## src/rtl/gray_pkg.sv

```systemverilog
// Shared constants and helpers for the Gray-code counter.
package gray_pkg;

    localparam int unsigned DEFAULT_WIDTH = 4;
    localparam int unsigned MAX_WIDTH     = 32;

    // All-ones value for a counter of width w (w clamped to MAX_WIDTH).
    function automatic logic [MAX_WIDTH-1:0] max_count(input int unsigned w);
        logic [MAX_WIDTH:0] one;
        one = (MAX_WIDTH+1)'(1);
        if (w >= MAX_WIDTH) begin
            return '1;
        end
        return MAX_WIDTH'((one << w) - one);
    endfunction

    // Binary to reflected Gray code.
    function automatic logic [MAX_WIDTH-1:0] bin_to_gray(input logic [MAX_WIDTH-1:0] b);
        return b ^ (b >> 1);
    endfunction

endpackage

```

## src/rtl/gray_to_bin.sv

```systemverilog
// Combinational Gray-to-binary converter used for the parallel-load path.
module gray_to_bin #(
    parameter int unsigned WIDTH = 4
) (
    input  logic [WIDTH-1:0] gray,
    output logic [WIDTH-1:0] bin
);

    // Each binary bit is the XOR of all Gray bits at or above it; written as a
    // reduction so no bit depends on another output bit.
    for (genvar i = 0; i < int'(WIDTH); i++) begin : g_bit
        assign bin[i] = ^gray[WIDTH-1:i];
    end

endmodule

```

## src/rtl/gray_counter.sv

```systemverilog
// Registered up/down counter presenting binary and Gray encodings together,
// with a valid/ready output handshake, Gray parallel load and wrap/saturate ends.
module gray_counter
    import gray_pkg::*;
#(
    parameter int unsigned WIDTH = DEFAULT_WIDTH,
    parameter bit          WRAP  = 1'b1
) (
    input  logic             clk,
    input  logic             rst_n,
    input  logic             en,
    input  logic             up_dn,
    input  logic             load,
    input  logic [WIDTH-1:0] load_gray,
    input  logic             out_ready,
    output logic             out_valid,
    output logic [WIDTH-1:0] bin_q,
    output logic [WIDTH-1:0] gray_q,
    output logic             tc,
    output logic             sat
);

    localparam logic [WIDTH-1:0] MAX_VAL = WIDTH'(max_count(WIDTH));

    logic [WIDTH-1:0] load_bin_c;
    logic             advance_c;
    logic             at_max_c;
    logic             at_zero_c;

    logic [WIDTH-1:0] bin_d;
    logic [WIDTH-1:0] gray_d;
    logic             valid_d;
    logic             tc_d;
    logic             sat_d;

    gray_to_bin #(
        .WIDTH (WIDTH)
    ) u_gray_to_bin (
        .gray (load_gray),
        .bin  (load_bin_c)
    );

    // A value is consumed only when the consumer takes it and no load competes.
    assign advance_c = en & out_valid & out_ready & ~load;
    assign at_max_c  = (bin_q == MAX_VAL);
    assign at_zero_c = (bin_q == '0);

    // Next-state: load beats advance beats hold; tc defaults low every cycle.
    always_comb begin
        bin_d   = bin_q;
        gray_d  = gray_q;
        valid_d = 1'b1;
        tc_d    = 1'b0;
        sat_d   = sat;

        if (load) begin
            bin_d  = load_bin_c;
            gray_d = load_gray;
            sat_d  = 1'b0;
        end else if (advance_c) begin
            if (up_dn) begin
                if (at_max_c) begin
                    if (WRAP) begin
                        bin_d = '0;
                        tc_d  = 1'b1;
                    end else begin
                        // Pulse only on the first blocked attempt.
                        sat_d = 1'b1;
                        tc_d  = ~sat;
                    end
                end else begin
                    // Any real movement leaves the limit, so saturation clears.
                    bin_d = bin_q + WIDTH'(1);
                    sat_d = 1'b0;
                end
            end else begin
                if (at_zero_c) begin
                    if (WRAP) begin
                        bin_d = MAX_VAL;
                        tc_d  = 1'b1;
                    end else begin
                        sat_d = 1'b1;
                        tc_d  = ~sat;
                    end
                end else begin
                    bin_d = bin_q - WIDTH'(1);
                    sat_d = 1'b0;
                end
            end
            gray_d = WIDTH'(bin_to_gray(MAX_WIDTH'(bin_d)));
        end

        if (!WRAP) begin
            sat_d = sat_d;
        end else begin
            sat_d = 1'b0;
        end
    end

    // State register with synchronous active-low reset taking priority.
    always_ff @(posedge clk) begin
        if (!rst_n) begin
            bin_q     <= '0;
            gray_q    <= '0;
            out_valid <= 1'b0;
            tc        <= 1'b0;
            sat       <= 1'b0;
        end else begin
            bin_q     <= bin_d;
            gray_q    <= gray_d;
            out_valid <= valid_d;
            tc        <= tc_d;
            sat       <= sat_d;
        end
    end

endmodule

```

## config.mk

```make
export PLATFORM = sky130hd
export DESIGN_NAME = gray_counter
export DESIGN_NICKNAME = d
export VERILOG_FILES = /design/src/rtl/gray_pkg.sv /design/src/rtl/gray_to_bin.sv /design/src/rtl/gray_counter.sv
export SDC_FILE = /design/constraint.sdc
export NUM_CORES = 1
export LEC_CHECK = 0
export CORE_UTILIZATION = 35
export CTS_BUF_LIST = sky130_fd_sc_hd__clkbuf_4
export DETAILED_ROUTE_END_ITERATION = 10
export GPL_ROUTABILITY_DRIVEN = 0
export PLACE_DENSITY = 0.65
export SETUP_SLACK_MARGIN = 0.1
export SYNTH_ARGS = -nofsm -noshare
export SYNTH_HDL_FRONTEND = slang
export SYNTH_SLANG_ARGS = --single-unit
```

## constraint.sdc

```tcl
create_clock -name clk -period 4.5 [get_ports clk]
set_input_delay 1.35 -clock clk [delete_from_list [all_inputs] [get_ports clk]]
set_output_delay 1.35 -clock clk [all_outputs]
set_load 0.05 [all_outputs]
```

---- Word level (Yosys, flattened, before mapping) ----
Cells that the tools add are included.
word-level totals
  output and inout bits ................... 11
  register bits ........................... 10
  logic and storage cells ................. 33
  input bits .............................. 10
cells by class
  bitwise logic cells ..................... 7
  reductions and logical operators ........ 6
  muxes and demuxes ....................... 13
  add/sub/neg operators ................... 2
  equality and inequality tests ........... 1
operators by type and width
  kind                                                                count
  4-bit 2-to-1 mux                                                    9
  4-bit by 1-bit adder with 4-bit output, second input constant       1
  4-bit equality test, second input constant                          1
  4-bit zero test                                                     1
  1-bit 2-to-1 mux                                                    4
  4-bit XOR reduction                                                 1
  4-bit by 1-bit subtractor with 4-bit output, second input constant  1
  4-bit by 3-bit bitwise XOR with 4-bit output                        1
  1-bit bitwise AND                                                   3
  1-bit inverter                                                      3
  3-bit OR reduction                                                  1
  3-bit XOR reduction                                                 1
  2-bit nonzero test                                                  1
  2-bit XOR reduction                                                 1

---- Depth between registers and ports, before layout ----
Gate-level depths: netlist of the first run.
  word-level depth ........................ 8
  mapped depth ............................ 7
  gate-level depth less buffers ........... 7

---- Modules after synthesis ----
Synthesis of the first run repeated with hierarchy kept, for this count alone.
unflattened totals
  cells, all modules ...................... 84
  area, all modules ....................... 686.9 um^2
modules (own cells, without submodules)
  module        area each (um^2)  times used  cells each  seq. area each (um^2)
  gray_counter  636.9             1           79          200.2
  gray_to_bin   50.0              1           5           0.0

---- Worst setup path after synthesis of the first run ----
Ideal clock, no wire load.
  path type ............................... in2reg
  from .................................... in up_dn
  to ...................................... reg bin_q[2]
  slack ................................... 2040 ps
  arrival ................................. 2401 ps
  buffers on the path ..................... 1
  required time ........................... 4441 ps
  stages on the path ...................... 5
  setup time .............................. 59 ps
  path through ............................ buf_4 -> a221oi_1 -> a21oi_2 -> a2111oi_2 -> a31o_1
between the ends
  cells in the longest elaborated chain, start to end .. 5
ends and longest elaborated chain
  what                  line                 source
  start, declared       gray_counter.sv:12   input logic up_dn,
  4-bit 2-to-1 mux      gray_counter.sv:61   if (up_dn) begin
  4-bit 2-to-1 mux      gray_counter.sv:60   end else if (advance_c) begin
  4-bit 2-to-1 mux      gray_counter.sv:56   if (load) begin
  4-bit 2-to-1 mux      gray_counter.sv:60
  4-bit 2-to-1 mux      gray_counter.sv:56
  end signal, assigned  gray_counter.sv:109  bin_q <= bin_d;
  end, declared         gray_counter.sv:17   output logic [WIDTH-1:0] bin_q,
Every way passes these cells. The select of a mux whose other input is x is not followed.
A chain may end at the register's enable or synchronous reset.

---- Final worst setup path of the first run ----
  from .................................... reg bin_q[2]
  to ...................................... out bin_q[2]
No word-level cell between the ends.

==> impl_summary.txt, run 1 <==
----------------------------------------------------
[Setup path]
  Startpoint Class ... flop
  Endpoint required time on the critical path ... 3150 ps
  Worst Setup End Kind ... output port
  Register-to-register path setup slack ... 2650 ps
  Ordered cell list for the critical path ... clkdlybuf4s50_1
  Peak per-stage delay on the critical path ... 860 ps
  Setup CP Type ... flop to output port
  WP data arrival ... 1590 ps
  Crit path max-delay family ... buffers and inverters
  Buffer and inverter count on the worst path ... 1
  Critical Path Slowest Stage Cell ... sky130_fd_sc_hd__clkdlybuf4s50_1
  Critical path peak fanout ... 9

[Drt]
  DRT Pass-1 Iters ... 2
  Post-route DRC violation count ... 0
  Post-route ant nets ... 0
  Iteration-0 DRC Markers ... 7
  Total wirelength of the detailed-routed design ... 1340 µm
  Detail-routed via count per cell ... 5.11
  WL/cell ... 11.7 µm
  Vias after detailed routing ... 583

[Cells and area]
  Share of post-route cells with drive strength above 1 ... 10.0%
  Final standard cell count with taps included and fillers excluded ... 114
  Multi-input gate area in the final layout ... 402 µm²
  Final net count ... 104
  Synth-to-Final Area Change ... 34.9%
  Number of fill cells ... 165
  Final core utilization ... 53.1%
  Area taken by flip-flops and latches ... 180 µm²
  Final cell area excluding filler cells ... 847 µm²
  Final antenna diode count ... 0

[Clock tree]
  Clock Latency Late Sink ... 270 ps
  Setup fix buffers added after clock tree synthesis ... 0
  Clock edge transition at the registers on the reported setup and hold paths ... 60 ps
  Inserted Clock Buffers ... 3
  Hold buffer count at CTS ... 0
  Root Driver ... sky130_fd_sc_hd__clkbuf_4
  Htree depth ... 1
  Maximum clock insertion buffer count ... 2
  Number of clock sinks ... 9
  TritonCTS clock tree ... done
  Number of instances resized during post-cts repair ... 0

[Synth]
  Async set-reset flop share out of synthesis ... 0%
  Netlist area before placement ... 628 µm²
  Sequential area share after synthesis ... 28.7%
  Fraction of post-synthesis cell area in the top cell type by area ... 28.7%
  Number of different library cells in the post-synthesis netlist ... 33
  Post-synthesis cell count ... 72
  Number of synthesis warnings ... 0
  Net count after synthesis ... 85
  Number of register bits inferred by synthesis ... 9
  Synth cell count leaders ... sky130_fd_sc_hd__dfxtp_1, sky130_fd_sc_hd__nor2_1, sky130_fd_sc_hd__xnor2_1
  Leading cell types by total area after synthesis ... sky130_fd_sc_hd__dfxtp_1, sky130_fd_sc_hd__xnor2_1, sky130_fd_sc_hd__ha_1
  Ys flop type ... sky130_fd_sc_hd__dfxtp_1
  EDFF count, synth ... 0
  Average cell area after synthesis ... 8.72 µm²
  Library cell occupying the most area in the post-synthesis netlist ... sky130_fd_sc_hd__dfxtp_1

[Floorplanning]
  I/O Pins ... 21
  Overall die height ... 44.4 µm
  Chip width ... 44.4 µm
  Core Box Area ... 1590 µm²
  Initial standard-cell utilization of the core ... 39.4%
  Die area ... 1970 µm²
  Core Rows ... 14

[Global route]
  Largest net degree at the start of global routing ... 15
  GR Overflow Total ... 0
  Global-route wire length before repair ... 2280 µm
  All-Layer GR Usage ... 15.5%
  Number of antenna violations at the first check in global routing ... 0
  Vias in the first global route ... 538

[Run status]
  Run status ... finished clean

[STA]
  Unrepaired setup endpoints after global routing ... false
  Setup total negative slack ... 0 ps
  Setup-failing EPs final ... 0
  Max Slew Vio Count ... 0
  Fin Hold WS ... 583 ps
  Final critical-path required period ... 2940 ps
  Worst-case headroom to the max-slew limit ... 65.8%
  Final cycle utilization of the critical path ... 65.4%
  Actual transition at the worst max-transition pin ... 512 ps
  Highest achievable clock rate ... 0.340 GHz
  Setup Skew ... 5.19 ps
  Number of hold violations in the final report ... 0

[Place]
  Dpl cell area ... 817 µm²
  Number of cells in the design after placement ... 110
  IO Port Bufs ... 19
  Half-perimeter wire length after placement ... 1030 µm

[Worst hold path]
  Worst min-delay path category ... flop to flop

[Power]
  Largest vdd supply drop ... 0.000171 V
  Leakage component of the power ... 0.000325 µW
  Power per unit of standard cell area ... 317 nW/µm²

[Flow run]
  Max-cap violation count ... 0

----------------------------------------------------
-- final cells by class --
type | instances | area share, %
timing repair buffer | 19 | 22.5
sequential | 9 | 21.3
inverter | 4 | 1.77
clock buffer | 4 | 3.55
tap | 24 | 3.55
multi-input combinational | 54 | 47.4
-- state kept, by name, summed over array words and instances, names as in the netlist --
| signal | cells |
|---|---|
| bin_q | 4 |
| gray_q | 3 |
| out_valid | 1 |
| tc | 1 |
-- worst paths after layout --
path / startpoint / endpoint / cells past startpoint
worst max register to register: bin_q[0] / gray_q[0] / 7
worst min register to register: bin_q[2] / tc / 2
worst max-delay path: bin_q[2] / bin_q[2] / 1
worst min-delay path: bin_q[2] / tc / 2
-- stage by stage --
stage | total power, µW | setup slack (ps)
6_report | 269 | 1560
5_1_grt | 283 | 1500
4_1_cts | 269 | 1550
3_5_place_dp | 198 | 1430
3_3_place_gp | 198 | 1470
2_1_floorplan | 170 | 2040
-- worst reg2reg max path, cell delays in order, from the launching register on --
cell and delay (ps):
sky130_fd_sc_hd__dfxtp_1 410, sky130_fd_sc_hd__inv_1 150, sky130_fd_sc_hd__ha_1 330, sky130_fd_sc_hd__xor2_1 300, sky130_fd_sc_hd__xnor2_1 100, sky130_fd_sc_hd__mux2_2 270
sky130_fd_sc_hd__mux2i_1 140, sky130_fd_sc_hd__nor2_1 50
-- placed cells by master (no fill, tap or decap), types with 2 or more instances in the layout --
master,instances
sky130_fd_sc_hd__nand2_1,2
sky130_fd_sc_hd__o22ai_2,2
sky130_fd_sc_hd__ha_1,3
sky130_fd_sc_hd__nand2b_1,2
sky130_fd_sc_hd__nor2_1,9
sky130_fd_sc_hd__a211oi_1,3
sky130_fd_sc_hd__xnor2_1,5
sky130_fd_sc_hd__mux2i_1,2
sky130_fd_sc_hd__xor2_1,3
sky130_fd_sc_hd__a21oi_1,4
sky130_fd_sc_hd__clkbuf_4,4
sky130_fd_sc_hd__dfxtp_1,9
sky130_fd_sc_hd__a31o_1,2
sky130_fd_sc_hd__inv_1,4
sky130_fd_sc_hd__clkdlybuf4s50_1,19
-- where the power goes --
group,total (µW),leakage [µW],switching (µW),internal (µW)
logic,104,0.000232,60.2,43.9
registers,93.1,0.0000746,7.33,85.7
clock network,71.5,0.0000184,31.1,40.4
total,269,0.000325,98.6,170
-- cells by family (layout without fill, tap and decap cells) --
| logic type | count (synthesis) | in the layout | share of synthesized area [%] |
|---|---|---|---|
| compound gates | 20 | 20 | 26.1 |
| simple gates | 19 | 19 | 15.1 |
| flops | 9 | 9 | 28.7 |
| buf+inv | 9 | 27 | 7.37 |
| xor+xnor | 8 | 8 | 11.2 |
| fa+ha+maj | 3 | 3 | 5.98 |
| mux | 3 | 3 | 4.98 |
| other cells | 1 | 1 | 0.597 |
-- layer usage --
layer | GRT usage, % | vias up | share of wire, %
li1 | - | 292 | -
met1 | 19.4 | 268 | 47
met2 | 26.2 | 20 | 45
met3 | 2.45 | 3 | 6.1
met4 | 6.67 | 0 | 1.9
met5 | 0 | - | 0
Note: power is estimated with default switching activity, not from simulation.
==> run 2: changes to the inputs <==
==> constraint.sdc (replaced) <==
create_clock -name clk -period 2.85 [get_ports clk]
set_input_delay 0.855 -clock clk [delete_from_list [all_inputs] [get_ports clk]]
set_output_delay 0.855 -clock clk [all_outputs]
set_load 0.05 [all_outputs]
==> impl_summary.txt, run 2 (synthesized netlist as in run 1, its figures left out) <==
----------------------------------------------------
[Run status]
  Run status ... finished clean (unchanged)

[Setup path]
  Setup CP Type ... flop to output port (unchanged)
  R2R depth ... 7 (unchanged)
  Ordered cell list for the critical path ... clkdlybuf4s50_1 (unchanged)
  Startpoint Class ... flop (unchanged)
  Critical path peak fanout ... 9 (unchanged)
  Critical path depth in cells ... 1 (unchanged)
  WP data arrival ... 1600 ps (was 1590 ps)
  Buffer and inverter count on the worst path ... 1 (unchanged)
  Worst Setup End Kind ... output port (unchanged)
  Crit path max-delay family ... buffers and inverters (unchanged)
  Register-to-register path setup slack ... 1060 ps (was 2650 ps)
  Peak per-stage delay on the critical path ... 860 ps (about the same)
  Endpoint required time on the critical path ... 2000 ps (was 3150 ps)
  Critical Path Slowest Stage Cell ... sky130_fd_sc_hd__clkdlybuf4s50_1 (unchanged)

[Cells and area]
  Commonest non-fill, non-tap cell in the layout ... sky130_fd_sc_hd__clkdlybuf4s50_1 (unchanged)
  Number of flip-flops in the largest register ... 4 (unchanged)
  Synth-to-Final Area Change ... 36.1% (was 34.9%)
  Final antenna diode count ... 0 (unchanged)
  Final net count ... 105 (was 104)
  Share of post-route cells with drive strength above 1 ... 11.0% (was 10.0%)
  Regs by FF count ... bin_q x4, gray_q x3 (unchanged)
  Most frequent cells in the layout ... sky130_fd_sc_hd__clkdlybuf4s50_1, sky130_fd_sc_hd__nor2_1, sky130_fd_sc_hd__dfxtp_1 (unchanged)
  Final cell area excluding filler cells ... 855 µm² (was 847 µm²)
  Final core utilization ... 53.6% (was 53.1%)
  Register with the most flip-flops ... bin_q (unchanged)

[Drt]
  Vias after detailed routing ... 573 (was 583)
  Iteration-0 DRC Markers ... 8 (was 7)
  Total wirelength of the detailed-routed design ... 1380 µm (was 1340 µm)
  Detail-routed via count per cell ... 4.98 (was 5.11)
  Post-route DRC violation count ... 0 (unchanged)
  DRT Pass-1 Iters ... 4 (was 2)
  Post-route ant nets ... 0 (unchanged)
  WL/cell ... 12.0 µm (was 11.7 µm)

[Clock tree]
  Htree depth ... 1 (unchanged)
  Clock Latency Late Sink ... 270 ps (about the same)
  Hold buffer count at CTS ... 0 (unchanged)
  TritonCTS clock tree ... done (unchanged)
  Number of clock sinks ... 9 (unchanged)
  Clock edge transition at the registers on the reported setup and hold paths ... 60 ps (about the same)
  Maximum clock insertion buffer count ... 2 (unchanged)
  Root Driver ... sky130_fd_sc_hd__clkbuf_4 (unchanged)
  Setup fix buffers added after clock tree synthesis ... 0 (unchanged)
  Number of instances resized during post-cts repair ... 0 (unchanged)
  Inserted Clock Buffers ... 3 (unchanged)

[Place]
  Setup WS pre-CTS ... 297 ps (was 1430 ps)
  Dpl cell area ... 825 µm² (was 817 µm²)
  IO Port Bufs ... 19 (unchanged)
  Half-perimeter wire length after placement ... 999 µm (was 1030 µm)

[Global route]
  Number of antenna violations at the first check in global routing ... 0 (unchanged)
  Global-route wire length before repair ... 2330 µm (was 2280 µm)
  Vias in the first global route ... 511 (was 538)
  Largest net degree at the start of global routing ... 15 (unchanged)
  GR Overflow Total ... 0 (unchanged)
  All-Layer GR Usage ... 16.4% (was 15.5%)

[STA]
  Unrepaired setup endpoints after global routing ... false (unchanged)
  Actual transition at the worst max-transition pin ... 505 ps (was 512 ps)
  Worst path setup slack after routing ... 394 ps (was 1560 ps)
  Highest achievable clock rate ... 0.407 GHz
  Final critical-path required period ... 2460 ps
  Worst-case headroom to the max-slew limit ... 66.2% (was 65.8%)
  Setup total negative slack ... 0 ps (unchanged)
  Final cycle utilization of the critical path ... 86.2%
  Setup-failing EPs final ... 0 (unchanged)
  Max Slew Vio Count ... 0 (unchanged)
  Number of hold violations in the final report ... 0 (unchanged)
  Setup Skew ... 4.70 ps (was 5.19 ps)

[Power]
  Largest vdd supply drop ... 0.000271 V (was 0.000171 V)
  Power after layout ... 429 µW (was 269 µW)
  Power per unit of standard cell area ... 502 nW/µm² (was 317 nW/µm²)
  Leakage component of the power ... 0.000330 µW (was 0.000325 µW)

[Floorplanning]
  Overall die height ... 44.4 µm (unchanged)
  Die area ... 1970 µm² (unchanged)
  Core Rows ... 14 (unchanged)
  Initial standard-cell utilization of the core ... 39.4% (unchanged)
  Chip width ... 44.4 µm (unchanged)
  Core Box Area ... 1590 µm² (unchanged)
  I/O Pins ... 21 (unchanged)

[Flow run]
  Max-cap violation count ... 0 (unchanged)

[Worst hold path]
  Worst min-delay path category ... flop to flop (unchanged)
  Worst Hold Path Cells ... 2 (unchanged)

----------------------------------------------------
## run 2: cell count changes in the layout (fill, tap and decap cells not counted), sizes merged
cell	delta
buf	+1
## run 2: layer usage
metal | vias to the layer above | track usage (%) | routed length (µm)
li1 | 296 | - | -
met1 | 250 | 22.4 | 638
met2 | 23 | 23.5 | 615
met3 | 4 | 2.86 | 86
met4 | 0 | 10.9 | 35
met5 | - | 0 | 0
## run 2: stage by stage
| stage | hold slack, ps | std cells |
|---|---|---|
| floorplan | 761 | 72 |
| global placement | 581 | 111 |
| detailed placement | 603 | 111 |
| CTS | 613 | 115 |
| global route | 668 | 115 |
| finish | 604 | 115 |
## run 2: worst min-delay path: stages, from the launching register on
cell	delay, ps
sky130_fd_sc_hd__dfxtp_1	390
sky130_fd_sc_hd__nand4_1	120
sky130_fd_sc_hd__a21oi_1	60
## run 2: final cells by class
cell class                      count  area, µm²
Clock buffer                        4       30.0
Fill cell                         159        739
Inverter                            4       15.0
Multi-Input combinational cell     54        402
Sequential cell                     9        180
Tap cell                           24       30.0
Timing Repair Buffer               20        198
## run 2: worst paths after layout
path | from | to
setup / recovery | bin_q[2] | bin_q[2]
hold / removal | bin_q[2] | tc
setup reg to reg | bin_q[1] | gray_q[0]
hold reg to reg | bin_q[2] | tc
## run 2: power by group
part / leakage (µW) / total, µW / internal, µW / switching [µW]
logic: 0.000237 / 170 / 73.7 / 96.3
clock network: 0.0000184 / 112 / 63.7 / 48.3
registers: 0.0000746 / 147 / 135 / 11.9
